--- config.mk ---
export PLATFORM = sky130hd
export DESIGN_NAME = inst_encoder
export DESIGN_NICKNAME = d
export VERILOG_FILES = /design/src/rtl/inst_encoder.sv
export SDC_FILE = /design/constraint.sdc
export NUM_CORES = 1
export LEC_CHECK = 0
export BUFFER_PORTS_ARGS = -buffer_cell sky130_fd_sc_hd__buf_2
export CAP_MARGIN = 10
export CORE_MARGIN = 5
export CORE_UTILIZATION = 56
export DETAILED_ROUTE_END_ITERATION = 16
export GPL_TIMING_DRIVEN = 0
export PLACE_DENSITY = 0.8
export SYNTH_ARGS = -nofsm -noshare
export SYNTH_HDL_FRONTEND = slang
export SYNTH_SLANG_ARGS = --single-unit
--- constraint.sdc ---
create_clock -name i_clk -period 7.5 [get_ports i_clk]
set_input_delay 1.5 -clock i_clk [delete_from_list [all_inputs] [get_ports i_clk]]
set_output_delay 1.5 -clock i_clk [all_outputs]
set_load 0.02 [all_outputs]
--- src/rtl/inst_encoder.sv ---
// RV32I field-to-word encoder feeding a 2-entry {inst, addr, err} FIFO; an accepted entry is on the outputs one edge later.
// Backpressure: o_ready is registered "not full", so a full FIFO refuses a push even when it pops in the same cycle.
module inst_encoder #(
    parameter logic [31:0] BASE_ADDR = 32'h00000000
) (
    input  logic        i_clk,
    input  logic        i_rst,
    input  logic        i_valid,
    output logic        o_ready,
    input  logic [6:0]  i_opcode,
    input  logic [4:0]  i_rd,
    input  logic [4:0]  i_rs1,
    input  logic [4:0]  i_rs2,
    input  logic [2:0]  i_funct3,
    input  logic [6:0]  i_funct7,
    input  logic [31:0] i_imm,
    output logic        o_valid,
    input  logic        i_ready,
    output logic [31:0] o_inst,
    output logic [31:0] o_addr,
    output logic        o_err
);

    localparam logic [6:0]  OP_LUI   = 7'b0110111;
    localparam logic [6:0]  OP_AUIPC = 7'b0010111;
    localparam logic [6:0]  OP_JAL   = 7'b1101111;
    localparam logic [6:0]  OP_JALR  = 7'b1100111;
    localparam logic [6:0]  OP_LOAD  = 7'b0000011;
    localparam logic [6:0]  OP_ALUI  = 7'b0010011;
    localparam logic [6:0]  OP_BR    = 7'b1100011;
    localparam logic [6:0]  OP_ST    = 7'b0100011;
    localparam logic [6:0]  OP_ALU   = 7'b0110011;
    localparam logic [31:0] NOP_INST = 32'h00000013;

    typedef enum logic [2:0] {
        FMT_R,
        FMT_I,
        FMT_S,
        FMT_B,
        FMT_U,
        FMT_J,
        FMT_BAD
    } fmt_e;

    typedef struct packed {
        logic [31:0] inst;
        logic [31:0] addr;
        logic        err;
    } entry_t;

    fmt_e        fmt;
    logic [11:0] imm_i;
    logic [31:0] enc_inst;
    logic        enc_err;

    entry_t      mem_q [2];
    entry_t      head;
    logic        rd_ptr_q, rd_ptr_d;
    logic        wr_ptr_q, wr_ptr_d;
    logic [1:0]  count_q, count_d;
    logic        ready_q;
    logic [31:0] addr_q, addr_d;
    logic        push, pop;

    always_comb begin
        fmt = FMT_BAD;
        case (i_opcode)
            OP_LUI, OP_AUIPC:         fmt = FMT_U;
            OP_JAL:                   fmt = FMT_J;
            OP_JALR, OP_LOAD, OP_ALUI: fmt = FMT_I;
            OP_BR:                    fmt = FMT_B;
            OP_ST:                    fmt = FMT_S;
            OP_ALU:                   fmt = FMT_R;
            default:                  fmt = FMT_BAD;
        endcase
    end

    // Immediate shifts carry funct7 in the upper immediate bits and a 5-bit shamt.
    always_comb begin
        imm_i = i_imm[11:0];
        if (i_opcode == OP_ALUI && (i_funct3 == 3'b001 || i_funct3 == 3'b101)) begin
            imm_i = {i_funct7, i_imm[4:0]};
        end
    end

    always_comb begin
        enc_inst = NOP_INST;
        enc_err  = 1'b0;
        case (fmt)
            FMT_R: enc_inst = {i_funct7, i_rs2, i_rs1, i_funct3, i_rd, i_opcode};
            FMT_I: enc_inst = {imm_i, i_rs1, i_funct3, i_rd, i_opcode};
            FMT_S: enc_inst = {i_imm[11:5], i_rs2, i_rs1, i_funct3, i_imm[4:0], i_opcode};
            FMT_B: begin
                enc_inst = {i_imm[12], i_imm[10:5], i_rs2, i_rs1, i_funct3,
                            i_imm[4:1], i_imm[11], i_opcode};
                enc_err  = i_imm[0];
            end
            FMT_U: enc_inst = {i_imm[31:12], i_rd, i_opcode};
            FMT_J: begin
                enc_inst = {i_imm[20], i_imm[10:1], i_imm[11], i_imm[19:12], i_rd, i_opcode};
                enc_err  = i_imm[0];
            end
            default: begin
                enc_inst = NOP_INST;
                enc_err  = 1'b1;
            end
        endcase
    end

    assign push = i_valid && ready_q;
    assign pop  = (count_q != 2'd0) && i_ready;

    always_comb begin
        rd_ptr_d = rd_ptr_q;
        wr_ptr_d = wr_ptr_q;
        count_d  = count_q;
        addr_d   = addr_q;
        if (push) begin
            wr_ptr_d = ~wr_ptr_q;
            addr_d   = addr_q + 32'd4;
        end
        if (pop) begin
            rd_ptr_d = ~rd_ptr_q;
        end
        case ({push, pop})
            2'b10:   count_d = count_q + 2'd1;
            2'b01:   count_d = count_q - 2'd1;
            default: count_d = count_q;
        endcase
    end

    always_ff @(posedge i_clk) begin
        if (i_rst) begin
            rd_ptr_q <= 1'b0;
            wr_ptr_q <= 1'b0;
            count_q  <= 2'd0;
            ready_q  <= 1'b1;
            addr_q   <= BASE_ADDR;
        end else begin
            rd_ptr_q <= rd_ptr_d;
            wr_ptr_q <= wr_ptr_d;
            count_q  <= count_d;
            ready_q  <= (count_d != 2'd2);
            addr_q   <= addr_d;
            if (push) begin
                mem_q[wr_ptr_q] <= '{inst: enc_inst, addr: addr_q, err: enc_err};
            end
        end
    end

    // Storage is never reset; the occupancy count alone gates what reaches the outputs.
    assign head    = mem_q[rd_ptr_q];
    assign o_ready = ready_q;
    assign o_valid = (count_q != 2'd0);
    assign o_inst  = o_valid ? head.inst : 32'h00000000;
    assign o_err   = o_valid ? head.err  : 1'b0;
    assign o_addr  = o_valid ? head.addr : addr_q;

endmodule

==> metrics.md <==
| Metric | Value |
|---|---|
| Post-route DRC | 0 |
| Detailed placer's ending HPWL | 12,300 um |
| Routed Wire Length | ~17,000 um |
| Post-synth EDFFs | between 100 and 150 |
| Worst hold path class | reg -> reg |
| Number of placement rows | just over 40 |
| Pin count of the biggest net entering global routing | 17 |
| Biggest area contributors in the synthesized netlist | sky130_fd_sc_hd__edfxtp_1 52%, sky130_fd_sc_hd__dfxtp_1 9.9%, sky130_fd_sc_hd__mux2i_1 9.4%, sky130_fd_sc_hd__nor2_1 2.8%, sky130_fd_sc_hd__o21ai_0 2.6% |
| Starting density of the core | about 57% |
| Residual antenna-violating net count after detailed routing | 0 |
| Clk sink count | 162 |
| Synthesized netlist cell count | roughly 600 |
| Number of buffers added for setup after CTS | 0 |
| Worst-case hold slack | 0.522 ns |
| Vias | ~5,400 |
| Vertical extent of the die | between 100 and 150 um |
| Top Usage Layer GRT | met2 |
| First-pass detailed-route iteration total | 9 |
| Vias/cell | roughly 5.7 |
| Highest ir drop seen on vdd | 0.181 mV |
| Synthesis-stage register bit count | 162 |
| TritonCTS clock tree | built |
| Worst Max-Slew Pin Slew | between 1 and 1.5 ns |
| Ordered cell list for the critical path | nor2_1 > clkbuf_1 > clkbuf_1 > nand2_1 > o21ai_0 > buf_2 |
| Syn_area_per_cell | between 10 and 15 um2 |
| Ys async rst share | 0% |
| Placer congestion estimate | slightly below 0.9 |
| Clock tree buffer depth | 2 |
| Share of the synthesized area in the top cell type | 52.0% |
| Count of distinct cell types in the synthesized netlist | 45 |
| Hold violation total from the final report | 0 |
| Grt met1 use | about 30% |
| Master of the slowest instance on the critical path | sky130_fd_sc_hd__clkbuf_1 |
| Leakage power total | 0.00347 uW |
| Sequential-to-total area share from yosys stat | 62.0% |
| Quantity of I/O buffers inserted on ports | 130 |
| Total Nets Final | roughly 830 |
| Overall fraction of global-route tracks in use | 23.4% |
| Clock latency on the worst-skew pair | 0.42 ns |
| Global-route met2 utilization | between 30 and 40% |
| CP Buf/Inv Count | 3 |
| Final period util | a little over half |
| Largest area contributor in the netlist | sky130_fd_sc_hd__edfxtp_1 |
| Number of buffers added by the clock tree synthesis step | 17 |
| Kind of end point of the critical path | primary output |
| Final WS setup | between 3 and 4 ns |
| FMAX | ~250 MHz |
| Clock H-tree levels | 4 |
| Power density over the cells | between 300 and 400 nW/um2 |
| Area enclosed by the die boundary | about 15,000 um2 |
| Initial antenna violation count | 0 |
| Data arrival at the endpoint of the critical path | 2.49 ns |
| Number of hold-repair buffers added at the cts stage | 0 |
| Unrepaired setup endpoints after global routing | false |
| Fin crit period | roughly 4 ns |
| Ys Warns | 0 |
| Number of placed instances with taps included | just over 900 |
| Buffer cell driving the clock tree root | sky130_fd_sc_hd__clkbuf_16 |
| Io pins | roughly 140 |
| Slew HR | between 20% and 30% |
| Worst clock skew | ~0.0085 ns |
| Worst Setup Start Kind | flip-flop |
| Cell repeated most along the worst path | sky130_fd_sc_hd__clkbuf_1 |
| Outcome | complete, no violations |
| Cell Count, Final, Fillers Out | 948 |
| Post-Place Worst Slack | approximately 4 ns |
| Met3 global-route usage | 5.68% |
| Max Transition Viols Final | 0 |
| Area of the mapped netlist | slightly above 7000 um2 |
| Critical path peak fanout | 10 |
| Post-CTS clock slew at the launch and capture registers of the worst setup and hold paths | approximately 0.060 ns |
| Diode count | 0 |
| Wirelength per Cell | between 15 and 20 um |
| Share of layout cells above drive strength 1 | roughly 25% |
| Area of the core region | approximately 13,000 um2 |
| Total Power | around 3000 uW |
| Resized cells post-CTS | 0 |
| Area growth syn-to-layout | 23.8% |
| Max-cap viol count | 0 |
| Grt total ovfl | 0 |
| Number of setup violations in the final report | 0 |
| Worst path required time | about 6.0 ns |
| Die Width | 124 um |
| Via count of the first global-routing pass | roughly 5,500 |
| Crit path kind | reg -> out |
| CP delay by family, top | buffers and inverters |
| Crit-path max cell delay | about 0.44 ns |
| First-pass GRT wire length | about 27,000 um |
| Number of design-rule violations left by the first detailed-router iteration | 473 |
| Most used flip-flop cell after synthesis | sky130_fd_sc_hd__edfxtp_1 |
## state kept, by name, indices dropped and copies added, names as in the netlist, named ones only
register  cells
addr_q       30
count_q       2
mem_q       126
o_ready       1
rd_ptr_q      1
wr_ptr_q      1
## tightest hold or removal path, cell delays in order (launching register included)
cell	delay (ns)
sky130_fd_sc_hd__dfxtp_1	0.32
sky130_fd_sc_hd__xnor2_1	0.09
sky130_fd_sc_hd__nor2_1	0.08
## logic make-up (layout without fill, tap and decap cells)
group                      after synthesis  after routing  synth area share [%]
muxes                                   68             68                  9.36
adders and majority gates                2              2                 0.344
other                                    2              6                 0.103
DFF                                    162            162                  62.0
AOI/OAI and AO/OA                      108            108                  9.91
buffers and inverters                   51            225                  3.15
xor gates and xnor gates                17             17                  2.05
and+or+nand+nor                        188            188                  13.1
## worst paths after layout
| path | from | endpoint | slack (ns) | cells past startpoint |
|---|---|---|---|---|
| hold reg to reg | rd_ptr_q | flip-flop | 0.52 | 2 |
| setup reg to reg | addr_q[2] | addr_q[30] | 5.41 | 6 |
| setup / recovery | count_q[0] | o_addr[27] | 3.51 | 6 |
| hold / removal | rd_ptr_q | flip-flop | 0.52 | 2 |
## where the power goes
group,switching (uW),internal [uW]
registers,25.6,1040
logic,589,286
clock network,349,663
total,964,1990
## synthesized netlist by cell type, types with 3 or more instances
master	instances
sky130_fd_sc_hd__a21o_1	6
sky130_fd_sc_hd__a21oi_1	22
sky130_fd_sc_hd__a222oi_1	6
sky130_fd_sc_hd__a22o_1	14
sky130_fd_sc_hd__and2_1	8
sky130_fd_sc_hd__and3_1	5
sky130_fd_sc_hd__and4_1	10
sky130_fd_sc_hd__buf_2	9
sky130_fd_sc_hd__buf_4	3
sky130_fd_sc_hd__clkbuf_1	23
sky130_fd_sc_hd__dfxtp_1	36
sky130_fd_sc_hd__edfxtp_1	126
sky130_fd_sc_hd__inv_1	13
sky130_fd_sc_hd__mux2i_1	68
sky130_fd_sc_hd__nand2_1	50
sky130_fd_sc_hd__nand3_1	15
sky130_fd_sc_hd__nand4_1	10
sky130_fd_sc_hd__nor2_1	55
sky130_fd_sc_hd__nor3_1	5
sky130_fd_sc_hd__o21ai_0	38
sky130_fd_sc_hd__o31ai_1	11
sky130_fd_sc_hd__or3_1	5
sky130_fd_sc_hd__or4_1	13
sky130_fd_sc_hd__xnor2_1	5
sky130_fd_sc_hd__xor2_1	12
## cell type report
type                            instances  area [um2]
Sequential cell                       162        4500
Fill cell                             920        3670
Multi-Input combinational cell        389        2560
Timing Repair Buffer                  142         790
Clock buffer                           17         425
Clock inverter                         15         278
Tap cell                              172         215
Buffer                                 38         180
Inverter                               13        48.8
## placed cells by master (no fill, tap or decap), types with 5 or more instances in the layout
cell / instances
sky130_fd_sc_hd__buf_6: 13
sky130_fd_sc_hd__a21o_1: 6
sky130_fd_sc_hd__and2_1: 8
sky130_fd_sc_hd__xor2_1: 12
sky130_fd_sc_hd__nor2_1: 55
sky130_fd_sc_hd__xnor2_1: 5
sky130_fd_sc_hd__clkbuf_1: 23
sky130_fd_sc_hd__mux2i_1: 68
sky130_fd_sc_hd__dfxtp_1: 36
sky130_fd_sc_hd__conb_1: 6
sky130_fd_sc_hd__inv_1: 13
sky130_fd_sc_hd__and4_1: 10
sky130_fd_sc_hd__edfxtp_1: 126
sky130_fd_sc_hd__o31ai_1: 11
sky130_fd_sc_hd__nand2_1: 50
sky130_fd_sc_hd__nand4_1: 10
sky130_fd_sc_hd__bufinv_16: 7
sky130_fd_sc_hd__nand3_1: 15
sky130_fd_sc_hd__a222oi_1: 6
sky130_fd_sc_hd__or4_1: 13
sky130_fd_sc_hd__a21oi_1: 22
sky130_fd_sc_hd__a22o_1: 14
sky130_fd_sc_hd__o21ai_0: 38
sky130_fd_sc_hd__buf_2: 139
sky130_fd_sc_hd__clkbuf_16: 17
sky130_fd_sc_hd__or3_1: 5
sky130_fd_sc_hd__and3_1: 5
## metal layers
layer	part of all wire [%]	vias up
met5	0	-
met4	1.9	0
met3	7.4	33
met2	50	232
met1	41	2596
li1	-	2573
## through the flow
stage	TNS, ns	utilization, %	area, um2
after detailed placement	0	65.5	8300
after CTS	0	71.1	9000
final	0	71.1	9000
after global placement	-203.65	64.3	8150
after floorplan	0	-	7290
after global routing	0	71.1	9000
Power figures use the tool's default switching activity.
